File: src/rtl/fifo_wr_pack.sv
// Packs an 8-bit pixel stream into little-endian 32-bit FIFO words, framed by i_fval.
// A guard window after each front-FIFO reset holds off writes; lost data sets a sticky flag.
module fifo_wr_pack #(
    parameter int unsigned RST_GUARD = 4
) (
    input  logic        clk,
    input  logic        reset,
    input  logic        i_fval,
    input  logic        i_dval,
    input  logic [7:0]  iv_pix_data,
    input  logic        i_rst_buf,
    input  logic        i_fifo_full,
    output logic        o_fifo_wr_en,
    output logic [31:0] ov_fifo_din,
    output logic        o_frame_done,
    output logic        o_overflow,
    output logic [15:0] ov_word_cnt
);

    typedef enum logic [1:0] {
        StIdle,
        StGuard,
        StActive
    } state_t;

    localparam logic [3:0] GuardLast = 4'(RST_GUARD - 1);

    state_t      state;
    logic [3:0]  guard_cnt;
    logic [1:0]  byte_cnt;
    logic [23:0] pack_buf;
    logic [31:0] full_word;
    logic [31:0] flush_word;
    logic [15:0] word_cnt_inc;

    // pack_buf may hold stale upper bytes, so a flush masks by byte_cnt.
    always_comb begin
        full_word = {iv_pix_data, pack_buf};
        unique case (byte_cnt)
            2'd1:    flush_word = {24'h0, pack_buf[7:0]};
            2'd2:    flush_word = {16'h0, pack_buf[15:0]};
            default: flush_word = {8'h0, pack_buf};
        endcase
        word_cnt_inc = (ov_word_cnt == 16'hFFFF) ? ov_word_cnt : ov_word_cnt + 16'd1;
    end

    always_ff @(posedge clk) begin
        if (reset) begin
            state        <= StIdle;
            guard_cnt    <= '0;
            byte_cnt     <= '0;
            pack_buf     <= '0;
            o_fifo_wr_en <= 1'b0;
            ov_fifo_din  <= '0;
            o_frame_done <= 1'b0;
            o_overflow   <= 1'b0;
            ov_word_cnt  <= '0;
        end else begin
            o_fifo_wr_en <= 1'b0;
            o_frame_done <= 1'b0;
            if (i_rst_buf) begin
                state       <= StGuard;
                guard_cnt   <= '0;
                byte_cnt    <= '0;
                o_overflow  <= 1'b0;
                ov_word_cnt <= '0;
            end else begin
                unique case (state)
                    StIdle: begin
                        state <= StIdle;
                    end
                    StGuard: begin
                        if (!i_fval) begin
                            state        <= StIdle;
                            o_frame_done <= 1'b1;
                        end else begin
                            if (i_dval) begin
                                o_overflow <= 1'b1;
                            end
                            if (guard_cnt == GuardLast) begin
                                state <= StActive;
                            end else begin
                                guard_cnt <= guard_cnt + 4'd1;
                            end
                        end
                    end
                    StActive: begin
                        if (!i_fval) begin
                            state        <= StIdle;
                            o_frame_done <= 1'b1;
                            byte_cnt     <= '0;
                            if (byte_cnt != 2'd0) begin
                                if (i_fifo_full) begin
                                    o_overflow <= 1'b1;
                                end else begin
                                    o_fifo_wr_en <= 1'b1;
                                    ov_fifo_din  <= flush_word;
                                    ov_word_cnt  <= word_cnt_inc;
                                end
                            end
                        end else if (i_dval) begin
                            byte_cnt <= byte_cnt + 2'd1;
                            if (byte_cnt == 2'd3) begin
                                if (i_fifo_full) begin
                                    o_overflow <= 1'b1;
                                end else begin
                                    o_fifo_wr_en <= 1'b1;
                                    ov_fifo_din  <= full_word;
                                    ov_word_cnt  <= word_cnt_inc;
                                end
                            end else begin
                                pack_buf[byte_cnt*8 +: 8] <= iv_pix_data;
                            end
                        end
                    end
                    default: begin
                        state <= StIdle;
                    end
                endcase
            end
        end
    end

endmodule

File: config.mk
export PLATFORM = sky130hd
export DESIGN_NAME = fifo_wr_pack
export DESIGN_NICKNAME = d
export VERILOG_FILES = /design/src/rtl/fifo_wr_pack.sv
export SDC_FILE = /design/constraint.sdc
export NUM_CORES = 1
export LEC_CHECK = 0
export BUFFER_PORTS_ARGS = -buffer_cell sky130_fd_sc_hd__clkbuf_2
export CAP_MARGIN = 20
export CORE_UTILIZATION = 30
export DETAILED_ROUTE_END_ITERATION = 10
export PLACE_DENSITY = 0.58
export SYNTH_ARGS = -nofsm -noshare
export SYNTH_HDL_FRONTEND = slang
export SYNTH_SLANG_ARGS = --single-unit
File: constraint.sdc
create_clock -name clk -period 2.3 [get_ports clk]
set_input_delay 0.23 -clock clk [delete_from_list [all_inputs] [get_ports clk]]
set_output_delay 0.23 -clock clk [all_outputs]
set_load 0.01 [all_outputs]
==> metrics.yaml <==
run_status:
  status: "finished clean"
drt:
  routed_wl_microns: 8860
  post_drt_wl_per_cell_microns: 14.1
  ant_nets: 0
  met2_length_microns: 4060
  drc: 0
  firstDrtPassIters: 5
  drt-met1-wl_microns: 4180
  met3_length_microns: 488
  top_layer: "met4"
  drtIter0Drc: 165
  via_per_inst: 5.13
  num_vias: 3232
floorplan:
  rows: 38
  start_util_pct: 31.3
  fp.dieH_microns: 109
  die_x_microns: 109
  ios: 65
  die_area_sq_um: 12000
  core_area_sq_um: 11000
power:
  peakVddDrop_mv: 0.288
  p_per_area_nw_per_um2: 682
  p_leak_uw: 0.00153
logic_synthesis:
  synthCells: 423
  synth-seq-cells: 83
  synth_nets: 446
  syn_area_per_cell_sq_um: 8.17
  synth-edff-count: 0
  yosysSeqAreaShare_pct: 48.1
  syn_area_sq_um: 3460
  yosys_warnings: 0
  synth.distinct_cells: 42
  async_flop_share_pct: 0
  ys.flop_type: "dfxtp_1"
placement:
  dp.final_hpwl_microns: 6230
  portBuffers: 64
  place_congestion: 0.774
  place_area_sq_um: 3960
grt:
  grt_pass1_vias: 2918
  grt-ovfl-total: 0
  grt_util_all_layers_pct: 15.9
  grt_max_degree: 60
  grt_antenna_before_repair: 0
  grt_pass1_wl_microns: 14600
final_layout:
  layout.nets: 508
  syn_to_final_growth_pct: 23.1
  layout-drive-gt1-share_pct: 20.0
  design_area_sq_um: 4250
  diodes: 0
sta:
  finalSetupViolations: 0
  drv_slew: 0
  fin_crit_ps: 2050
  whs_ps: 181
  fin_skew_ps: 6.81
  finalSetupTns_ps: 0
  worstMarginPinSlew_ps: 723
  fmax_mhz: 488
  rsz0062_at_grt: "false"
  relSlewSlack_pct: 51.8
  hold_viol: 0
  fin_crit_sh_pct: 89.1
setup_path:
  arrival_ps: 2330
  critPathLaunchType: "register"
  crit_path_end_kind: "register"
  worstPathMaxFanout: 9
  crit_path_start: "byte_cnt[0]$_SDFFE_PP0P_"
  r2r_cells: 7
  cp.depth: 7
  worst-path-buf-inv: 2
  r2r-end: "ov_word_cnt[14]$_SDFFE_PP0P_"
  crit_type: "register to register"
  crit_end: "ov_word_cnt[14]$_SDFFE_PP0P_"
  crit_slowest_cell: "or4_1"
  r2r-start: "byte_cnt[0]$_SDFFE_PP0P_"
  rrSetupSlack_ps: 250
  cp.required_ps: 2580
  max_stage_delay_ps: 530
  cpLargestDelayFamily: "simple AND/OR/NAND/NOR gates"
  crit_chain: "inv_1, ha_1, nor2_2, buf_4, o2111ai_2, or4_1, a21oi_1"
clock_network:
  cts_made_buffers: 9
  path_clk_slew_ps: 60
  clock_latency_ps: 340
  cts_sinks: 83
  ctsRootBufferMaster: "clkbuf_16"
  cts-hold-fix-buffers: 0
  cts_tree: "yes"
  htree_levels: 3
  clk_path_buf_depth: 2
flow_run:
  drv_cap: 0
min_path:
  min_path_type: "input pin to register"
[cell families (layout without fill, tap and decap cells)]
group	count (synthesis)	in the layout	share of synthesized area (%)
AO/OA/AOI/OAI	100	100	16.4
AND/OR/NAND/NOR	187	187	26.0
XOR/XNOR	2	2	0.507
multiplexers	6	6	1.77
buffers and inverters	36	103	3.98
adder cells (fa/ha/maj)	9	9	3.26
flip-flops	83	83	48.1
[power by group]
| part | switching, uW | internal, uW |
|---|---|---|
| logic | 58.2 | 21.9 |
| clock network | 609 | 772 |
| registers | 1.82 | 1440 |
[synth_stat cells (2+ instances only)]
library cell	number	area, sq um
o211ai_1	2	15.0
o21a_1	2	15.0
nand4_1	3	18.8
nor3_1	5	25.0
ha_1	9	113
clkbuf_1	22	82.6
a21oi_1	70	350
o2111ai_1	2	17.5
inv_1	11	41.3
nor4_1	3	18.8
nor3b_1	3	22.5
xnor2_1	2	17.5
and3_1	7	43.8
buf_2	2	10.0
nand3_1	58	290
nor2_1	13	48.8
or3_1	4	25.0
and4_1	2	17.5
o31ai_1	7	52.6
mux2i_1	5	50.1
and2_1	2	12.5
dfxtp_1	83	1660
nand2_1	74	278
o21ai_0	8	40.0
or4_1	7	52.6
[worst min-delay path: stages]
cell and delay (ps):
clkbuf_2 110, nand3_1 80, a21oi_1 60
[cell usage in the layout, fill, tap and decap left out, types with 9 or more instances in the layout]
cell        n
ha_1        9
a21oi_1    70
inv_1      11
clkbuf_16   9
nor2_1     12
nand2_1    74
nand3_1    58
buf_4      11
dfxtp_1    82
clkbuf_2   64
[stage by stage]
stage | worst slack [ps] | utilization (%) | total power (uW) | cells
final | 251 | 38.6 | 2900 | 630
after detailed placement | 82.7 | 35.9 | 1550 | 614
after global routing | 78.8 | 38.6 | 3010 | 630
after CTS | 74.7 | 38.5 | 2930 | 630
after floorplan | 291 | - | 1510 | 423
after global placement | 178 | 35.9 | 1550 | 614
[layer usage]
metal | track usage [%] | vias to the layer above
met4 | 7.62 | 0
met2 | 24.2 | 76
met1 | 21.3 | 1516
li1 | - | 1631
met3 | 3.68 | 9
met5 | 0 | -
[how the worst min path moves through the flow]
stage	startpoint	end	slack (ps)	cells after the start
2_1_floorplan	i_fval	state[1]$_SDFFE_PP0P_	360	2
3_3_place_gp	pack_buf[17]$_SDFFE_PP0P_	pack_buf[17]$_SDFFE_PP0P_	440	2
3_5_place_dp	pack_buf[15]$_SDFFE_PP0P_	pack_buf[15]$_SDFFE_PP0P_	450	2
4_1_cts	i_fval	o_overflow$_SDFFE_PP0P_	170	3
5_1_grt	i_dval	o_overflow$_SDFFE_PP0P_	200	3
6_report	i_dval	o_overflow$_SDFFE_PP0P_	180	3
[what timing repair did]
action	in CTS	in global routing
gates resized for setup	0	3
setup endpoints to repair	0	10
buffers inserted	0	0
[area by class of cell]
| class | instances | area (sq um) |
|---|---|---|
| inverters | 11 | 41.3 |
| clock inverters | 6 | 48.8 |
| clock buffers | 10 | 239 |
| well taps | 140 | 175 |
| fillers | 1149 | 6780 |
| multi-input cells | 304 | 1660 |
| repair buffers | 76 | 423 |
| flip-flops and latches | 83 | 1660 |
[state kept, by name, indices dropped and copies added, names as in the netlist]
name	cells
byte_cnt	2
o_frame_done	1
o_fifo_wr_en	1
state	2
ov_word_cnt	16
ov_fifo_din	32
guard_cnt	4
o_overflow	1
pack_buf	24
(Power assumes the default switching activity.)
